### src/rtl/mbist_pkg.sv
// Shared types and constant tables for the MBIST stimulus generator.
//   - op_e         : single March operation (write/read of background or its inverse)
//   - march_elem_t : one March element (direction, op count, up to two ops)
//   - MARCH_C      : March C- element table, E0..E5
//   - BACKGROUNDS  : data backgrounds indexed by pattern number
//   - state_e      : sequencer FSM states
package mbist_pkg;

    typedef enum logic [1:0] {
        OP_W0,
        OP_W1,
        OP_R0,
        OP_R1
    } op_e;

    typedef struct packed {
        logic       dir_down;
        logic [1:0] num_ops;
        op_e        op0;
        op_e        op1;
    } march_elem_t;

    localparam int         NUM_ELEMS = 6;
    localparam logic [2:0] LAST_ELEM = 3'd5;
    localparam logic [1:0] LAST_PAT  = 2'd3;

    // Single-op elements repeat op0 in op1; op1 is never issued for them.
    localparam march_elem_t MARCH_C [NUM_ELEMS] = '{
        '{1'b0, 2'd1, OP_W0, OP_W0},
        '{1'b0, 2'd2, OP_R0, OP_W1},
        '{1'b0, 2'd2, OP_R1, OP_W0},
        '{1'b1, 2'd2, OP_R0, OP_W1},
        '{1'b1, 2'd2, OP_R1, OP_W0},
        '{1'b0, 2'd1, OP_R0, OP_R0}
    };

    localparam logic [31:0] BACKGROUNDS [4] = '{
        32'h0000_0000,
        32'h5555_5555,
        32'h3333_3333,
        32'h0F0F_0F0F
    };

    typedef enum logic [1:0] {
        ST_IDLE,
        ST_RUN,
        ST_DRAIN,
        ST_DONE
    } state_e;

    function automatic logic op_is_write(input op_e op);
        return (op == OP_W0) || (op == OP_W1);
    endfunction

endpackage

### src/rtl/mbist_addr_gen.sv
// Up/down address counter for the March sequencer.
//   load/load_down : reload with the start address of an up (START) or down (END) sweep
//   step/step_down : advance one address in the given direction (load has priority)
//   addr           : current address
//   at_start/at_end: terminal flags, exact compare so the counter never wraps
module mbist_addr_gen #(
    parameter int                  ADDR_WD    = 9,
    parameter logic [ADDR_WD-1:0]  ADDR_START = '0,
    parameter logic [ADDR_WD-1:0]  ADDR_END   = '1
) (
    input  logic               clk,
    input  logic               rst_n,
    input  logic               load,
    input  logic               load_down,
    input  logic               step,
    input  logic               step_down,
    output logic [ADDR_WD-1:0] addr,
    output logic               at_start,
    output logic               at_end
);

    logic [ADDR_WD-1:0] addr_q, addr_d;

    always_comb begin
        addr_d = addr_q;
        if (load) begin
            addr_d = load_down ? ADDR_END : ADDR_START;
        end else if (step) begin
            addr_d = step_down ? (addr_q - ADDR_WD'(1)) : (addr_q + ADDR_WD'(1));
        end
    end

    always_ff @(posedge clk or negedge rst_n) begin
        if (!rst_n) begin
            addr_q <= ADDR_START;
        end else begin
            addr_q <= addr_d;
        end
    end

    assign addr     = addr_q;
    assign at_start = (addr_q == ADDR_START);
    assign at_end   = (addr_q == ADDR_END);

endmodule

### src/rtl/mbist_stim_gen.sv
// MBIST stimulus generator: runs March C- over [START..END] for four data
// backgrounds, drives the SRAM command port and issues delay-aligned compare
// controls to the data comparator.
//   clk, rst_n            : clock, async active-low reset
//   bist_run, bist_error  : start/hold level, comparator abort request
//   mem_*                 : registered SRAM command (one op per cycle in RUN)
//   compare, comp_data, read_invert, cmp_addr, addr_inc_phase
//                         : read expectations delayed by BIST_RD_LAT cycles
//   bist_done, bist_fail  : completion status, held until bist_run drops
//
// state    | meaning
// ---------+---------------------------------------------------------------
// ST_IDLE  | counters cleared, waiting for bist_run
// ST_RUN   | one March op issued per cycle
// ST_DRAIN | no commands, waiting BIST_RD_LAT cycles for in-flight compares
// ST_DONE  | bist_done (and possibly bist_fail) held until bist_run=0
module mbist_stim_gen
    import mbist_pkg::*;
#(
    parameter int                      BIST_ADDR_WD    = 9,
    parameter int                      BIST_DATA_WD    = 32,
    parameter logic [BIST_ADDR_WD-1:0] BIST_ADDR_START = 9'h000,
    parameter logic [BIST_ADDR_WD-1:0] BIST_ADDR_END   = 9'h1F8,
    parameter int                      BIST_RD_LAT     = 1
) (
    input  logic                    clk,
    input  logic                    rst_n,
    input  logic                    bist_run,
    input  logic                    bist_error,
    output logic                    mem_cs,
    output logic                    mem_we,
    output logic [BIST_ADDR_WD-1:0] mem_addr,
    output logic [BIST_DATA_WD-1:0] mem_wdata,
    output logic                    compare,
    output logic [BIST_DATA_WD-1:0] comp_data,
    output logic                    read_invert,
    output logic [BIST_ADDR_WD-1:0] cmp_addr,
    output logic                    addr_inc_phase,
    output logic                    bist_done,
    output logic                    bist_fail
);

    state_e                  state_q, state_d;
    logic [1:0]              pat_q, pat_d;
    logic [2:0]              elem_q, elem_d;
    logic                    op_q, op_d;
    logic [1:0]              drain_q, drain_d;
    logic                    abort_q, abort_d;
    logic                    done_q, done_d;
    logic                    fail_q, fail_d;

    // Registered command stage; bg/inv/last ride along to feed the compare pipe.
    logic                    cs_q, cs_d;
    logic                    we_q, we_d;
    logic [BIST_ADDR_WD-1:0] addr_q, addr_d;
    logic [BIST_DATA_WD-1:0] wdata_q, wdata_d;
    logic [BIST_DATA_WD-1:0] bg_q, bg_d;
    logic                    inv_q, inv_d;
    logic                    last_q, last_d;

    logic [BIST_RD_LAT-1:0]  pv_q, pv_d, pi_q, pi_d, pl_q, pl_d;
    logic [BIST_DATA_WD-1:0] pd_q [BIST_RD_LAT];
    logic [BIST_DATA_WD-1:0] pd_d [BIST_RD_LAT];
    logic [BIST_ADDR_WD-1:0] pa_q [BIST_RD_LAT];
    logic [BIST_ADDR_WD-1:0] pa_d [BIST_RD_LAT];

    logic                    ag_load, ag_load_down, ag_step;
    logic [BIST_ADDR_WD-1:0] ag_addr;
    logic                    ag_at_start, ag_at_end;

    march_elem_t             cur_elem;
    op_e                     cur_op;
    logic                    last_op, at_term;
    logic [BIST_DATA_WD-1:0] bg;

    assign cur_elem = MARCH_C[elem_q];
    assign cur_op   = op_q ? cur_elem.op1 : cur_elem.op0;
    assign last_op  = (cur_elem.num_ops == 2'd1) || op_q;
    assign at_term  = cur_elem.dir_down ? ag_at_start : ag_at_end;
    assign bg       = BIST_DATA_WD'(BACKGROUNDS[pat_q]);

    mbist_addr_gen #(
        .ADDR_WD    (BIST_ADDR_WD),
        .ADDR_START (BIST_ADDR_START),
        .ADDR_END   (BIST_ADDR_END)
    ) u_addr_gen (
        .clk       (clk),
        .rst_n     (rst_n),
        .load      (ag_load),
        .load_down (ag_load_down),
        .step      (ag_step),
        .step_down (cur_elem.dir_down),
        .addr      (ag_addr),
        .at_start  (ag_at_start),
        .at_end    (ag_at_end)
    );

    always_comb begin
        state_d      = state_q;
        pat_d        = pat_q;
        elem_d       = elem_q;
        op_d         = op_q;
        drain_d      = drain_q;
        abort_d      = abort_q;
        done_d       = done_q;
        fail_d       = fail_q;
        cs_d         = 1'b0;
        we_d         = 1'b0;
        addr_d       = addr_q;
        wdata_d      = wdata_q;
        bg_d         = bg_q;
        inv_d        = inv_q;
        last_d       = 1'b0;
        ag_load      = 1'b0;
        ag_load_down = 1'b0;
        ag_step      = 1'b0;

        unique case (state_q)
            ST_IDLE: begin
                if (bist_run && !done_q) state_d = ST_RUN;
            end
            ST_RUN: begin
                if (!bist_run) begin
                    state_d = ST_IDLE;
                end else if (bist_error) begin
                    state_d = ST_DRAIN;
                    drain_d = 2'(BIST_RD_LAT - 1);
                    abort_d = 1'b1;
                end else begin
                    cs_d   = 1'b1;
                    we_d   = op_is_write(cur_op);
                    addr_d = ag_addr;
                    bg_d   = bg;
                    inv_d  = (cur_op == OP_W1) || (cur_op == OP_R1);
                    last_d = last_op;
                    if (op_is_write(cur_op)) wdata_d = (cur_op == OP_W1) ? ~bg : bg;

                    if (!last_op) begin
                        op_d = 1'b1;
                    end else begin
                        op_d = 1'b0;
                        if (!at_term) begin
                            ag_step = 1'b1;
                        end else if (elem_q != LAST_ELEM) begin
                            elem_d       = elem_q + 3'd1;
                            ag_load      = 1'b1;
                            ag_load_down = MARCH_C[elem_q + 3'd1].dir_down;
                        end else if (pat_q != LAST_PAT) begin
                            pat_d        = pat_q + 2'd1;
                            elem_d       = 3'd0;
                            ag_load      = 1'b1;
                            ag_load_down = MARCH_C[0].dir_down;
                        end else begin
                            state_d = ST_DRAIN;
                            drain_d = 2'(BIST_RD_LAT - 1);
                        end
                    end
                end
            end
            ST_DRAIN: begin
                if (!bist_run) begin
                    state_d = ST_IDLE;
                end else if (drain_q == 2'd0) begin
                    state_d = ST_DONE;
                    done_d  = 1'b1;
                    fail_d  = abort_q || bist_error;
                end else begin
                    drain_d = drain_q - 2'd1;
                end
            end
            ST_DONE: begin
                if (!bist_run) state_d = ST_IDLE;
            end
            default: state_d = ST_IDLE;
        endcase

        // Every path into IDLE restarts the test from pattern 0, E0, START.
        if (state_d == ST_IDLE) begin
            pat_d        = 2'd0;
            elem_d       = 3'd0;
            op_d         = 1'b0;
            drain_d      = 2'd0;
            abort_d      = 1'b0;
            done_d       = 1'b0;
            fail_d       = 1'b0;
            ag_load      = 1'b1;
            ag_load_down = 1'b0;
        end
    end

    // Compare pipe is fed from the registered command so that stage
    // BIST_RD_LAT-1 lines up with the SRAM read data.
    always_comb begin
        pv_d = pv_q;
        pi_d = pi_q;
        pl_d = pl_q;
        pd_d = pd_q;
        pa_d = pa_q;
        for (int i = BIST_RD_LAT - 1; i > 0; i--) begin
            pv_d[i] = pv_q[i-1];
            pi_d[i] = pi_q[i-1];
            pl_d[i] = pl_q[i-1];
            pd_d[i] = pd_q[i-1];
            pa_d[i] = pa_q[i-1];
        end
        pv_d[0] = cs_q & ~we_q;
        pi_d[0] = inv_q;
        pl_d[0] = cs_q & last_q;
        pd_d[0] = bg_q;
        pa_d[0] = addr_q;
    end

    always_ff @(posedge clk or negedge rst_n) begin
        if (!rst_n) begin
            state_q <= ST_IDLE;
            pat_q   <= 2'd0;
            elem_q  <= 3'd0;
            op_q    <= 1'b0;
            drain_q <= 2'd0;
            abort_q <= 1'b0;
            done_q  <= 1'b0;
            fail_q  <= 1'b0;
            cs_q    <= 1'b0;
            we_q    <= 1'b0;
            addr_q  <= '0;
            wdata_q <= '0;
            bg_q    <= '0;
            inv_q   <= 1'b0;
            last_q  <= 1'b0;
            pv_q    <= '0;
            pi_q    <= '0;
            pl_q    <= '0;
            for (int i = 0; i < BIST_RD_LAT; i++) begin
                pd_q[i] <= '0;
                pa_q[i] <= '0;
            end
        end else begin
            state_q <= state_d;
            pat_q   <= pat_d;
            elem_q  <= elem_d;
            op_q    <= op_d;
            drain_q <= drain_d;
            abort_q <= abort_d;
            done_q  <= done_d;
            fail_q  <= fail_d;
            cs_q    <= cs_d;
            we_q    <= we_d;
            addr_q  <= addr_d;
            wdata_q <= wdata_d;
            bg_q    <= bg_d;
            inv_q   <= inv_d;
            last_q  <= last_d;
            pv_q    <= pv_d;
            pi_q    <= pi_d;
            pl_q    <= pl_d;
            pd_q    <= pd_d;
            pa_q    <= pa_d;
        end
    end

    assign mem_cs         = cs_q;
    assign mem_we         = we_q;
    assign mem_addr       = addr_q;
    assign mem_wdata      = wdata_q;
    assign compare        = pv_q[BIST_RD_LAT-1];
    assign read_invert    = pi_q[BIST_RD_LAT-1];
    assign addr_inc_phase = pl_q[BIST_RD_LAT-1];
    assign comp_data      = pd_q[BIST_RD_LAT-1];
    assign cmp_addr       = pa_q[BIST_RD_LAT-1];
    assign bist_done      = done_q;
    assign bist_fail      = fail_q;

endmodule

### config.mk
export PLATFORM = sky130hd
export DESIGN_NAME = mbist_stim_gen
export DESIGN_NICKNAME = d
export VERILOG_FILES = /design/src/rtl/mbist_pkg.sv /design/src/rtl/mbist_addr_gen.sv /design/src/rtl/mbist_stim_gen.sv
export SDC_FILE = /design/constraint.sdc
export NUM_CORES = 1
export LEC_CHECK = 0
export CAP_MARGIN = 20
export CORE_MARGIN = 2
export CORE_UTILIZATION = 50
export CTS_CLUSTER_DIAMETER = 60
export DETAILED_ROUTE_END_ITERATION = 8
export PLACE_DENSITY = 0.87
export SYNTH_ARGS = -nofsm -noshare
export SYNTH_HDL_FRONTEND = slang
export SYNTH_SLANG_ARGS = --single-unit
### constraint.sdc
create_clock -name clk -period 6.2 [get_ports clk]
set_clock_uncertainty 0.1 [all_clocks]
set_input_delay 1.24 -clock clk [delete_from_list [all_inputs] [get_ports clk]]
set_output_delay 1.24 -clock clk [all_outputs]
set_load 0.005 [all_outputs]
# Word-level counts from Yosys, hierarchy flattened
# Memory sizes are Yosys's and may differ from the RTL's.
# Index checks and enable logic that the tools add are counted.
# word_totals
register_bits,143
romBits,112
input_bits,4
out_inout_bits,89
memories,2
# memory_table
name,words,word_bits,rd,rd_clocked_by_memory_dff,write_ports,line,text
(name not given),8,7,1,0,0,mbist_stim_gen.sv:147,ag_load_down = MARCH_C[elem_q + 3'd1].dir_down;
(name not given),8,7,1,0,0,mbist_stim_gen.sv:76,assign cur_elem = MARCH_C[elem_q];
# classes
n_addsub,5
n_lt_le_gt_ge,3
eq_ne,18
muxes,97
bitwise_logic,8
n_reduce_logical,30
# ops
cell,n
$mux 32,3
$bmux 32 s2,1
$mux 2,28
$mux 1,47
$mux 9,4
$not 32->32,1
$mux 7,4
$mux 3,8
$reduce_bool 2->1,9
$ne 4x4->1 const B,4
$ne 3x3->1 const B,4
$reduce_and 3->1,4
$add 9x1->9 const B,1
$eq 9x9->1 const B,1
$logic_not 9->1,1
$sub 9x1->9 const B,1
$ge 4x4->1 const B,2
$logic_not 2->1,4
$not 3->4,2
$pmux 2 s4,1
$reduce_and 8->1,1
$reduce_and 7->1,1
$eq 2x1->1 const B,3
$eq 2x2->1 const B,3
16 further kinds,23

# Depth between registers and ports, before layout
# logic_depth
word_depth,14
ltp_mapped,11
ltp_nobuf,10

# Cells and area by module
# A second synthesis with hierarchy kept.
# hier_totals
cells_unflattened,357
area_unflattened_um2,3534.6
# by_module_without_submodules
module,n_inst,cells_per_inst,area_per_inst_um2,seq_area_each_um2
mbist_stim_gen,1,274,2757.6,1501.4
mbist_addr_gen,1,83,777.0,225.2

# Worst setup path before layout
# No wires, ideal clock.
# synth_timing
path_type,in2reg
start,input port bist_run
end,register elem_q[2]
setup_ns,0.128
t_arrival_ns,2.637
required_time_ns,5.972
slack_ns,3.335
stages,6
path_buffers,1
path_cell_list,clkbuf_1 > nand2_1 > or3_1 > nor3_4 > mux2i_1 > nor2_1
# synth_between
elab_chain_len,6
elab_cells_between_ends,15
# synth_lines
element,line,text
start: declaration,mbist_stim_gen.sv:28,"input logic bist_run,"
$logic_and 1x1->1,mbist_stim_gen.sv:120,if (bist_run && !done_q) state_d = ST_RUN;
$mux 2,mbist_stim_gen.sv:120,
$pmux 2 s4,mbist_stim_gen.sv:118,unique case (state_q)
$logic_not 2->1,mbist_stim_gen.sv:178,if (state_d == ST_IDLE) begin
"$ne 2x1->1 (no line), or another cell as far along",-,
$reduce_and 6->1 (no line),-,
end signal: assignment,mbist_stim_gen.sv:240,elem_q <= elem_d;
end: declaration,mbist_stim_gen.sv:45,"logic [2:0] elem_q, elem_d;"
# Parallel ways exist; a longest one is shown, timed or not.
# A chain may end at the register's enable or synchronous reset.

# Worst setup path in the final report
# layout_timing
start,input port bist_error
end,"register wdata_q[30], in the netlist mem_wdata[30]"
# layout_between
elab_chain_len,2
# layout_lines
element,line,text
start: declaration,mbist_stim_gen.sv:29,"input logic bist_error,"
$not 1->1 (no line),-,
$reduce_and 4->1 (no line),-,
end signal: assignment,mbist_stim_gen.sv:249,wdata_q <= wdata_d;
end: declaration,mbist_stim_gen.sv:56,"logic [BIST_DATA_WD-1:0] wdata_q, wdata_d;"
# No other way between the ends.

==> out/qor.yml <==
status: "completed"
arrival_ns: 3.86
timing.rr.end: "u_addr_gen.addr[6]"
synth-edff-count: 0
register_area_um2: 1730
gp_congestion: 0.803
layout_commonest_cell: "clkdlybuf4s50_1"
initial_utilization: 0.521
synth_area_per_cell_um2: 9.75
htree_levels: 3
clock.fmax_mhz: 264
crit_path_end_kind: "flip-flop"
viasPerCell: 5.28
tightest_slew_ns: 0.952
layout-drive-gt1-share: 0.0697
rrSetupSlack_ns: 2.94
placed_cell_area_um2: 4190
reg2reg_from: "elem_q[2]"
period_share: 0.611
grt_pass1_vias: 2582
core_area_um2: 6870
wl_mm: 7.76
std_cell_rows: 30
yosys_warnings: 0
fin_cells: 512
fin_setup_tns_ns: 0
ctsResizeCount: 0
cp_max_fo: 28
final.min_clock_period_ns: 3.79
antenna_found_initial: 0
hold_viol: 0
cp.depth: 6
hold_class: "flip-flop to flip-flop"
highest_layer: "met4"
drt_pass1_iterations: 5
crit_end: "mem_wdata[30]"
critPathLaunchType: "input pin"
postCtsSetupRepairBufs: 0
ys_ff_latch: 69
antenna_cells: 0
maxSlewViolCount: 0
drv_cap: 0
rsz0062_at_grt: "no"
cp-startpoint: "bist_error"
areaGrowthSynthToFinish_pct: 23.0
p_leak_uw: 0.00193
yosysUniqueCellTypes: 51
finalWorstSetupSlack_ns: 2.41
preCtsSetupSlack_ns: 2.11
cts_made_buffers: 9
drc: 0
hold_buffers: 0
async_flop_share: 1.00
clock_latency_ns: 0.34
path_class: "input pin to flip-flop"
final_cell_mix: "clkdlybuf4s50_1 (87), dfrtp_1 (69), nand2_1 (58)"
cp.required_ns: 6.27
drt-initial-drc-count: 238
synth-seq-area-share: 0.483
vias: 2705
clock-sinks: 69
ir_worst_vdd_mv: 0.125
met1Wirelength_mm: 3.22
synth_flop_cell: "dfrtp_1"
p_per_area_nw_per_um2: 248
max-slew-margin-rel: 0.361
grt_pass1_wl_mm: 12.6
fin_nets: 429
postRouteAntennaNets: 0
clk_pin_slew_worst_paths_ns: 0.07
portBuffers: 88
worstPathCellList: "clkdlybuf4s50_1 > nor3b_2 > nand2_1 > inv_1 > o21ai_1 > o21ai_0"
root_buffer: "clkbuf_8"
critPathMaxStageDelay_ns: 0.64
setup_viol: 0
wl_per_cell_um: 15.2
clockBufferDepth: 2
cp_slowest_cell: "nand2_1"
dieWidth_um: 88.6
grt_max_degree: 70
design.die.area_um2: 7850
dr_wl_met3_um: 499
dp_cells: 497
netlist_instances: 367
wl_met2_mm: 3.89
place_hpwl_mm: 5.53
grt_usage: 0.209
multi_input_area_um2: 1400
top_level_ports: 93
fill_cells: 527
reg2regPathDepth: 9
critical-path-top-delay-family: "buffers and inverters"
critPathBufInv: 2
die_h_um: 88.6
final_area_um2: 4400
cts_tree: "yes"
grt.overflow.total: 0
synth_area_um2: 3580
==> worst min-delay path by stage <==
stage / cells after the start / slack, ns / end / from
finish: 0 / 0.28 / comp_data[26] / bg_q[26]
global route: 0 / 0.30 / comp_data[22] / bg_q[22]
CTS: 0 / 0.29 / comp_data[22] / bg_q[22]
detailed placement: 0 / 0.26 / comp_data[29] / bg_q[29]
global placement: 0 / 0.26 / comp_data[22] / bg_q[22]
floorplan: 0 / 0.25 / comp_data[22] / bg_q[22]
==> per-layer routing <==
layer	vias to the layer above	track usage
met3	28	0.0513
met1	1288	0.270
met5	-	0
li1	1268	-
met2	121	0.349
met4	0	0.0661
==> Yosys cell counts, drive strengths merged (2+ instances only) <==
cell type  count  area, um2
a211oi         2       15.0
a21boi         2       15.0
a21o           3       22.5
a21oi         13       72.6
a31oi          2       12.5
and2           3       18.8
buf           50        373
clkbuf         8       30.0
dfrtp         69       1730
ha            12        150
inv           16       60.1
mux2i          3       30.0
nand2         58        218
nand3          6       30.0
nand4          2       12.5
nor2          26        100
nor2b          5       31.3
nor3           7       46.3
nor3b          2       20.0
nor4           4       55.1
o21a           5       45.0
o21ai         30        150
o31ai          3       22.5
or2            2       12.5
or3            5       31.3
xnor2          7       61.3
xor2           6       52.6
==> cell type report <==
| cell class | instances | share of cell area |
|---|---|---|
| clock buffer | 9 | 0.0281 |
| timing repair buffer | 89 | 0.201 |
| sequential | 69 | 0.392 |
| tap | 96 | 0.0273 |
| multi-input combinational | 227 | 0.318 |
| clock inverter | 6 | 0.0202 |
| inverter | 16 | 0.0136 |
==> registers in the layout, summed over array words and instances, names as in the netlist <==
name             count
mem_cs               1
bist_fail            1
addr_inc_phase       1
mem_we               1
mem_addr             9
state_q              2
read_invert          1
abort_q              1
comp_data            7
op_q                 1
bg_q                 7
last_q               1
bist_done            1
drain_q              2
mem_wdata            8
inv_q                1
elem_q               3
cmp_addr             9
u_addr_gen.addr      9
pat_q                2
compare              1
==> stage by stage <==
| stage | total power, uW | hold slack [ns] | util |
|---|---|---|---|
| 2_1_floorplan | 603 | 0.254 | - |
| 3_3_place_gp | 694 | 0.265 | 0.610 |
| 3_5_place_dp | 702 | 0.262 | 0.610 |
| 4_1_cts | 1090 | 0.286 | 0.641 |
| 5_1_grt | 1140 | 0.297 | 0.641 |
| 6_report | 1090 | 0.283 | 0.641 |
==> worst register-to-register path, stage by stage, from the launching register on <==
cell	delay [ns]
dfrtp_1	0.58
and3b_1	0.28
or2_2	0.45
ha_1	0.38
nor2b_1	0.17
o31ai_1	0.37
a21boi_0	0.17
or3_1	0.33
a311oi_1	0.27
a21oi_1	0.06
==> logic make-up (layout without fill, tap and decap cells) <==
kind of cell,after synthesis,count (layout),share of synthesized area
simple gates,125,125,0.173
compound gates,69,69,0.127
flops,69,69,0.483
buf+inv,74,120,0.129
other cells,1,4,0.00105
fa+ha+maj,13,13,0.0476
mux,3,3,0.00839
xor+xnor,13,13,0.0318
==> power breakdown <==
part | internal (uW) | switching, uW | total (uW)
combinational | 85.9 | 80.5 | 166
clock | 224 | 172 | 396
sequential | 494 | 33.8 | 528
total | 804 | 287 | 1090
(Power assumes the default switching activity.)
